## config.mk

```make
export PLATFORM = sky130hd
export DESIGN_NAME = layer_tile_scheduler
export DESIGN_NICKNAME = d
export VERILOG_FILES = /design/src/rtl/layer_tile_scheduler_pkg.sv /design/src/rtl/layer_tile_scheduler_watchdog.sv /design/src/rtl/layer_tile_scheduler.sv
export SDC_FILE = /design/constraint.sdc
export NUM_CORES = 1
export LEC_CHECK = 0
export ABC_AREA = 1
export CORE_MARGIN = 2
export CORE_UTILIZATION = 43
export CTS_CLUSTER_DIAMETER = 150
export DETAILED_ROUTE_END_ITERATION = 12
export HOLD_SLACK_MARGIN = 0.03
export PLACE_DENSITY_LB_ADDON = 0.08
export SLEW_MARGIN = 25
export SYNTH_ARGS = -nofsm -noshare
export SYNTH_HDL_FRONTEND = slang
export SYNTH_SLANG_ARGS = --single-unit
export TNS_END_PERCENT = 5
```

## constraint.sdc

```tcl
create_clock -name clk -period 1.8 [get_ports clk]
set_input_delay 0.27 -clock clk [delete_from_list [all_inputs] [get_ports clk]]
set_output_delay 0.27 -clock clk [all_outputs]
set_load 0.005 [all_outputs]
```

## src/rtl/layer_tile_scheduler_pkg.sv

```systemverilog
// Shared definitions for the layer tile scheduler: FSM state encoding and
// default widths / watchdog limit used by the top and the watchdog counter.
package layer_tile_scheduler_pkg;

    localparam int K_W_DEF        = 32;
    localparam int TILE_W_DEF     = 16;
    localparam int WDT_CYCLES_DEF = 65536;

    typedef enum logic [2:0] {
        S_IDLE      = 3'd0,
        S_ISSUE     = 3'd1,
        S_WAIT_DONE = 3'd2,
        S_FINISH    = 3'd3,
        S_ABORT     = 3'd4
    } sched_state_t;

endpackage

```

## src/rtl/layer_tile_scheduler_watchdog.sv

```systemverilog
// sched_watchdog: clear/enable/expire cycle counter. Held at zero while
// clear is high, counts while enable is high, and flags expiry on the
// WDT_CYCLES-th enabled cycle. Only instantiated when
// LAYER_SCHED_WATCHDOG_EN is defined.
module sched_watchdog
    import layer_tile_scheduler_pkg::*;
#(
    parameter int WDT_CYCLES = WDT_CYCLES_DEF
) (
    input  logic clk,
    input  logic rst_n,
    input  logic clear,
    input  logic enable,
    output logic expired
);

    localparam int               CNT_W = $clog2(WDT_CYCLES) + 1;
    localparam logic [CNT_W-1:0] LAST  = CNT_W'(WDT_CYCLES - 1);

    logic [CNT_W-1:0] count;

    // Expiry is seen on the edge that completes the WDT_CYCLES-th waiting cycle.
    assign expired = enable && (count == LAST);

    // Cycle counter: cleared outside the wait window, saturates at the limit.
    always_ff @(posedge clk or negedge rst_n) begin
        if (!rst_n) begin
            count <= '0;
        end else if (clear) begin
            count <= '0;
        end else if (enable && (count != LAST)) begin
            count <= count + 1'b1;
        end
    end

endmodule

```

## src/rtl/layer_tile_scheduler.sv

```systemverilog
// layer_tile_scheduler: accepts one layer command (K dimension, tile count)
// and drives one global_controller ap_start/ap_done run per tile, reporting
// progress, completion and sticky errors to the host side.
// Optional per-tile watchdog: define LAYER_SCHED_WATCHDOG_EN.
module layer_tile_scheduler
    import layer_tile_scheduler_pkg::*;
#(
    parameter int K_W        = K_W_DEF,
    parameter int TILE_W     = TILE_W_DEF,
    parameter int WDT_CYCLES = WDT_CYCLES_DEF
) (
    input  logic              clk,
    input  logic              rst_n,
    input  logic              cmd_valid,
    output logic              cmd_ready,
    input  logic [K_W-1:0]    cmd_k_dim,
    input  logic [TILE_W-1:0] cmd_num_tiles,
    input  logic              sw_abort,
    output logic              ap_start,
    output logic [K_W-1:0]    cfg_k_dim,
    input  logic              ap_done,
    input  logic              ap_idle,
    output logic              busy,
    output logic              layer_done,
    output logic [TILE_W-1:0] tiles_completed,
    output logic              err_zero_k,
    output logic              err_timeout
);

    sched_state_t      state;
    logic [TILE_W-1:0] tile_limit;
    logic [TILE_W-1:0] next_tiles;
    logic              last_tile;
    logic              accept;
    logic              wdt_expired;
    logic              timeout_fire;

    assign accept       = (state == S_IDLE) && cmd_valid && cmd_ready;
    assign next_tiles   = tiles_completed + 1'b1;
    assign last_tile    = (next_tiles == tile_limit);
    // Completion and abort take precedence over a coincident watchdog expiry.
    assign timeout_fire = (state == S_WAIT_DONE) && !sw_abort && !ap_done && wdt_expired;

`ifdef LAYER_SCHED_WATCHDOG_EN
    sched_watchdog #(
        .WDT_CYCLES (WDT_CYCLES)
    ) u_watchdog (
        .clk     (clk),
        .rst_n   (rst_n),
        .clear   (state != S_WAIT_DONE),
        .enable  (state == S_WAIT_DONE),
        .expired (wdt_expired)
    );

    // Sticky timeout flag, cleared only when a new command is accepted.
    always_ff @(posedge clk or negedge rst_n) begin
        if (!rst_n) begin
            err_timeout <= 1'b0;
        end else if (accept) begin
            err_timeout <= 1'b0;
        end else if (timeout_fire) begin
            err_timeout <= 1'b1;
        end
    end
`else
    logic unused_wdt;
    assign unused_wdt  = ^WDT_CYCLES;
    assign wdt_expired = 1'b0;
    assign err_timeout = 1'b0;
`endif

    // Layer sequencing FSM; every host/controller-facing output is a register here.
    always_ff @(posedge clk or negedge rst_n) begin
        if (!rst_n) begin
            state           <= S_IDLE;
            cmd_ready       <= 1'b1;
            busy            <= 1'b0;
            ap_start        <= 1'b0;
            cfg_k_dim       <= '0;
            tile_limit      <= '0;
            tiles_completed <= '0;
            layer_done      <= 1'b0;
            err_zero_k      <= 1'b0;
        end else begin
            // NOTE: non-blocking throughout, so every branch sees pre-edge values
            // and a later assignment in the same branch overrides the default.
            layer_done <= 1'b0;
            case (state)
                S_IDLE: begin
                    busy      <= 1'b0;
                    cmd_ready <= 1'b1;
                    if (accept) begin
                        cmd_ready       <= 1'b0;
                        busy            <= 1'b1;
                        cfg_k_dim       <= cmd_k_dim;
                        tile_limit      <= cmd_num_tiles;
                        tiles_completed <= '0;
                        err_zero_k      <= (cmd_k_dim == '0);
                        if ((cmd_k_dim == '0) || (cmd_num_tiles == '0)) begin
                            state <= S_FINISH;
                        end else begin
                            state <= S_ISSUE;
                        end
                    end
                end
                S_ISSUE: begin
                    if (sw_abort) begin
                        ap_start <= 1'b0;
                        state    <= S_ABORT;
                    end else if (!ap_start) begin
                        // Only start a controller that reports idle.
                        if (ap_idle) begin
                            ap_start <= 1'b1;
                        end
                    end else if (ap_done) begin
                        // A run that finished before we saw idle drop.
                        ap_start        <= 1'b0;
                        tiles_completed <= next_tiles;
                        state           <= last_tile ? S_FINISH : S_ISSUE;
                    end else if (!ap_idle) begin
                        ap_start <= 1'b0;
                        state    <= S_WAIT_DONE;
                    end
                end
                S_WAIT_DONE: begin
                    if (sw_abort) begin
                        state <= S_ABORT;
                    end else if (ap_done) begin
                        tiles_completed <= next_tiles;
                        state           <= last_tile ? S_FINISH : S_ISSUE;
                    end else if (timeout_fire) begin
                        state <= S_ABORT;
                    end
                end
                S_ABORT: begin
                    // Let the controller drain before reporting the layer as ended.
                    if (ap_idle) begin
                        state <= S_FINISH;
                    end
                end
                S_FINISH: begin
                    layer_done <= 1'b1;
                    busy       <= 1'b0;
                    state      <= S_IDLE;
                end
                default: begin
                    ap_start <= 1'b0;
                    state    <= S_IDLE;
                end
            endcase
        end
    end

endmodule

```

==> results of run 1 <==
[final timing paths]
path	endpoint	startpoint	slack, ps	depth (start not counted)
worst max-delay path	state[1]$_DFFE_PN0P_	tiles_completed[0]$_DFFE_PN0P_	-120	17
worst min-delay path	cfg_k_dim[4]$_DFFE_PN0P_	rst_n	400	2
worst max register to register	state[1]$_DFFE_PN0P_	tiles_completed[0]$_DFFE_PN0P_	-120	17
worst min register to register	cfg_k_dim[28]$_DFFE_PN0P_	cfg_k_dim[28]$_DFFE_PN0P_	490	2
max in group asynchronous	tiles_completed[8]$_DFFE_PN0P_	rst_n	740	3
min in group clk	cfg_k_dim[28]$_DFFE_PN0P_	cfg_k_dim[28]$_DFFE_PN0P_	490	2
[synth_stat cells]
library cell and n:
dfrtp_1 71, xor2_1 2, nand2_1 136, nor4_1 4
nor3_1 1, clkinv_1 1, a22o_1 1, buf_4 1
a21oi_1 2, nand3_1 28, xor3_1 1, nand3b_1 4
xnor2_1 1, clkbuf_1 10, nand4_1 15, nand2_2 5
o31ai_1 1, dfstp_2 1, conb_1 1, o21ai_1 4
buf_6 1, nor2_2 3, inv_2 5, nor2_1 32
a211oi_1 1, o22ai_2 10, o21ai_0 58, inv_1 72
or2_2 1, nor2_4 5, buf_2 1, ha_1 1
[timing repair]
action,4_1_cts,5_1_grt
endpoints found under the setup margin,1,15
pin swaps,6,5
gates resized for setup,11,11
endpoints found under the hold margin,18,0
hold buffers,1,0
buffers inserted,11,2
[metal layers]
metal,up-vias,routed length [um],global-route usage (%)
met3,15,491,3.741
met4,0,177,8.017
li1,1843,-,-
met1,1727,4638,30.62
met5,-,0,0
met2,109,4949,36.27
[power by group through the flow]
stage               registers, W  logic, W  clock network (W)
floorplan                0.00286   0.00205                  0
global placement         0.00287   0.00405                  0
detailed placement       0.00288   0.00412                  0
CTS                      0.00287   0.00428            0.00149
global route             0.00299   0.00483            0.00156
finish                   0.00288   0.00434            0.00146
[area by class of cell]
cell class / instances / area share [%]
multi-input combinational: 317 / 29.33
sequential: 72 / 32.35
clock buffer: 10 / 2.466
clock inverter: 6 / 1.637
inverter: 78 / 5.247
tap: 105 / 2.354
timing repair buffer: 158 / 26.61
[worst max-delay path: cells and delay by family, from the launching register on]
kind                       cells  cell delay, ps
adders and majority gates      1             160
and+or+nand+nor               14            1130
buffers and inverters          2             200
DFF                            1             380
[through the flow]
step	area [um^2]	total power, W
global route	5580	0.009383
detailed placement	5166	0.007002
finish	5580	0.008684
floorplan	3730	0.004901
global placement	5166	0.006919
CTS	5525	0.008637
[cell families after synthesis]
logic type / count (synthesis) / share of synthesized area (%)
flops: 72 / 48.34
other cells: 1 / 0.1005
xor+xnor: 4 / 1.342
simple gates: 234 / 27.81
buf+inv: 91 / 9.493
compound gates: 77 / 12.58
fa+ha+maj: 1 / 0.3354
[sequential cells by signal, summed over array words and instances, names as in the netlist]
signal,flops
cfg_k_dim,32
tile_limit,16
tiles_completed,16
state,3
ap_start,1
busy,1
cmd_ready,1
err_zero_k,1
layer_done,1
==> run summary, run 1 <==
Status = finished, violations left
Failing checks = negative setup slack
Setup violators final = 3
Synth warn = 0
Clk buf depth = 2
DP HPWL = 7630 um
Via density = 4.952
Sequential cell area fraction in the yosys report = 48.34%
Largest stage delay on the critical path = 380 ps
Logic pwr share = 50.0%
Net Count, Synth = 535
Clk slew on worst S/H paths = 90 ps
Max-Cap Viols = 0
Area Growth Syn to Fin = 49.61%
Slowest library cell on the worst path = dfrtp_1
Gr ovfl total = 0
Top post-synthesis cells by area = dfrtp_1, nand2_1, o21ai_0
# IOs = 108
CTS tree = yes
DIE AREA = 9435 um^2
Clock Latency Late Sink = 350 ps
DRC viols = 0
Layout cell share with drive strength beyond 1 = 17.63%
PortBufs = 106
H-tree depth = 3
Via Count = 3,694
Sw frac = 38.06%
Inst Count DP = 716
Tcrit/Tclk final = 106.8%
Routability cong. = 0.9072
Core area = 8299 um^2
Rows = 33
Post-Syn Instances = 480
Die width = 97.14 um
Starting density of the core = 44.94%
Final Util = 67.24%
Fin crit period = 1923 ps
FF/Latch Area = 1805 um^2
Most common cell after layout, fill and taps aside = nand2_1
Total negative setup slack = -233.4 ps
Synth cell types = 32
Post-Place Setup Slack = -163.6 ps
Multi-input logic area = 1637 um^2
P_int = 0.005379 W
Hold WC Path Type = in -> async
Nets = 691
Kind of critical path = reg -> reg
DR iter-0 viols = 193
Most used cell, CP = nand2_1
Clk pwr share = 16.9%
TritonCTS Buffers = 9
Maximum vdd ir drop = 1.021 mV
# diodes = 0
Layout fillers = 733
Crit path arrival time = 2210 ps
Power density cells = 1556 nW/um^2
Post-synthesis cell area = 3730 um^2
Cell accounting for the most synthesized area = dfrtp_1
Post-route ant nets = 0
Area share of the largest cell type after synthesis = 47.64%
Worst-path cell chain = buf_4 -> ha_4 -> nand2_2 -> inv_2 -> nand3_1 -> nand2_1 -> nand3b_1 -> nand2_1 -> nor2_2 -> nand3_2 -> nor2_1 -> nand2_1 -> nand2_1 -> nand2_1 -> nand2_1 -> nand2_1 -> nand2_1
Largest net degree at the start of global routing = 57
Pins over their slew limit = 0
WP data required = 2090 ps
Fin Clk Skew = 10.33 ps
Sequential group share of total power = 33.1%
Post-Layout Cell Count = 746
Post-DR wirelength/cell = 13.75 um
Critical Path End Type = flip-flop
Synthesized flop and latch total = 72
Initial antenna violation count = 0
Vias in the first global route = 3,565
Final wirelength = 10,260 um
Die extent in y = 97.14 um
Crit-path max FO = 4
Worst hold margin = 403.1 ps
Clock sink count = 72
Min setup slack post-route = -122.8 ps
First-pass GRT wire length = 17,220 um
Final hold violation count = 0
Fmax = 520.1 MHz
GRT Overall Usage = 22.44%
Syn avg cell area = 7.770 um^2
Crit path launch type = flip-flop
Most frequent cells in the layout = nand2_1, clkdlybuf4s50_1, inv_1
Sw power = 0.003305 W
Unrepaired setup endpoints after global routing = true
Root buf cell = clkbuf_8
Leakage power total = 2.626 nW
First drt pass iteration count = 4
Power figures use the tool's default switching activity.
==> inputs of run 2 (changes only) <==
- CORE_UTILIZATION: 43 -> 45
- CTS_BUF_LIST: not set -> sky130_fd_sc_hd__clkbuf_4
==> run 2 against run 1 <==
Against the previous run:
- the run still ends with negative setup slack left
- sequential share of layout area up 0.18 points
- cell area down 0.47%
- core utilization up 1.0 points
- worst hold slack worse by 32 ps
- die area down 4.3%
- clock power down 16%
- clock skew up 11 ps
- setup slack about the same
- final cell count down 0.27%
- flip-flop and latch count unchanged
- power down 2.0%
- critical path type unchanged
- largest cell class unchanged
==> run summary, run 2 (same netlist as run 1, synthesis figures left out) <==
Maximum vdd ir drop = 0.7538 mV
End of the worst register-to-register path = state[1]$_DFFE_PN0P_
Hold WC Path Type = in -> async
Root buf cell = clkbuf_4
# diodes = 0
Failing checks = negative setup slack
Vias in the first global route = 3,683
Power density cells = 1532 nW/um^2
Crit path arrival time = 2240 ps
Register-to-register path setup slack = -120 ps
First drt pass iteration count = 4
Final wirelength = 10,260 um
Clock Latency Late Sink = 430 ps
Setup violators final = 2
Worst-path cell chain = buf_6 -> nand2_4 -> nor2_4 -> buf_12 -> buf_4 -> nand3_1 -> nand2_1 -> nand2_1 -> nand2_1 -> inv_1 -> nand3_1 -> nor2_1 -> nand2_1 -> nand2_1 -> nand2_1 -> nand2_1 -> nand2_1 -> nand2_1
Largest net degree at the start of global routing = 73
Worst reg2reg path depth = 18
Area Growth Syn to Fin = 48.91%
DRC viols = 0
Final hold violation count = 0
Via density = 4.999
Most frequent cells in the layout = nand2_1, clkdlybuf4s50_1, inv_1
Die extent in y = 95.04 um
Routability cong. = 0.9535
Nets = 689
Fmax = 519.9 MHz
Status = finished, violations left
Starting density of the core = 45.85%
Max reg flops = 32
Biggest regs = cfg_k_dim x32, tile_limit x16, tiles_completed x16
WP data required = 2120 ps
Post-DR wirelength/cell = 13.79 um
Critical path buffers and inverters = 4
First-pass GRT wire length = 16,570 um
Gr ovfl total = 0
Fin crit period = 1923 ps
Kind of critical path = reg -> reg
Leakage power total = 2.655 nW
# IOs = 108
Critical Path End Type = flip-flop
Fin Clk Skew = 21.22 ps
Largest stage delay on the critical path = 450 ps
GRT Overall Usage = 23.90%
Pins over their slew limit = 0
DR iter-0 viols = 189
RR Startpoint = tiles_completed[1]$_DFFE_PN0P_
Critical path depth = 18
Worst hold margin = 370.7 ps
CTS tree = yes
PortBufs = 106
Biggest register = cfg_k_dim
Tcrit/Tclk final = 106.8%
Unrepaired setup endpoints after global routing = true
Final Util = 68.28%
Cell family with most CP delay = simple AND/OR/NAND/NOR gates
Rows = 33
DIE AREA = 9033 um^2
DP HPWL = 7429 um
Min setup slack post-route = -123.3 ps
Max-Cap Viols = 0
H-tree depth = 3
Clock sink count = 72
Crit-path max FO = 3
Slowest library cell on the worst path = dfrtp_1
Die width = 95.04 um
Clk slew on worst S/H paths = 140 ps
Layout cell share with drive strength beyond 1 = 17.68%
Most used cell, CP = nand2_1
Post-route ant nets = 0
Via Count = 3,719
Core area = 8134 um^2
Most common cell after layout, fill and taps aside = nand2_1
Initial antenna violation count = 0
TritonCTS Buffers = 9
Crit path launch type = flip-flop
Clk buf depth = 2
run 2: where the power goes:
part / internal (W) / switching [W] / leakage [nW] / total, W
Sequential: 0.00233 / 0.000550 / 0.917 / 0.00288
Clock: 0.000586 / 0.000630 / 0.0832 / 0.00122
Combinational: 0.00228 / 0.00213 / 1.66 / 0.00441
run 2: worst max-delay path by stage:
stage	from	to	slack, ps
after floorplan	tiles_completed[0]$_DFFE_PN0P_	state[1]$_DFFE_PN0P_	40
after global placement	tiles_completed[1]$_DFFE_PN0P_	state[1]$_DFFE_PN0P_	-60
after detailed placement	tiles_completed[1]$_DFFE_PN0P_	state[1]$_DFFE_PN0P_	-90
after CTS	tiles_completed[1]$_DFFE_PN0P_	state[1]$_DFFE_PN0P_	-40
after global routing	tiles_completed[1]$_DFFE_PN0P_	state[1]$_DFFE_PN0P_	-290
final	tiles_completed[1]$_DFFE_PN0P_	state[1]$_DFFE_PN0P_	-120
run 2: per-layer routing:
metal	global-route usage (%)	wire length (um)
met5	0	0
met4	10.99	301
met3	5.296	736
met2	40.60	4951
met1	29.01	4272
run 2: layout make-up:
type                    count  area [um^2]
clock buffers              10        75.07
inverters                  78        292.8
well taps                 105        131.4
flip-flops and latches     72         1807
repair buffers            156         1518
fillers                   628         2580
multi-input cells         317         1638
clock inverters             6        92.59
run 2: through the flow:
step / setup TNS [ps] / instances / setup WS (ps) / cell area, um^2 / power (W)
finish: -141.2 / 744 / -123.3 / 5554 / 0.008507
CTS: -43.53 / 739 / -43.53 / 5453 / 0.008425
detailed placement: -91.00 / 716 / -89.17 / 5191 / 0.007112
floorplan: 0 / 480 / 40.21 / 3730 / 0.004901
global placement: -63.92 / 716 / -63.92 / 5191 / 0.007035
global route: -355.9 / 744 / -290.4 / 5554 / 0.009171
run 2: what timing repair did:
action                                 CTS  global route
endpoints found under the hold margin   71             0
setup endpoints to repair                1             8
pin swaps                                5            11
setup buffers                            6             5
gates cloned                             0             0
resized for setup                       12            16
hold buffers                             1             0
run 2: worst min-delay path: cells and delay by family:
family	cells	cell delay (ps)
buffers and inverters	3	970
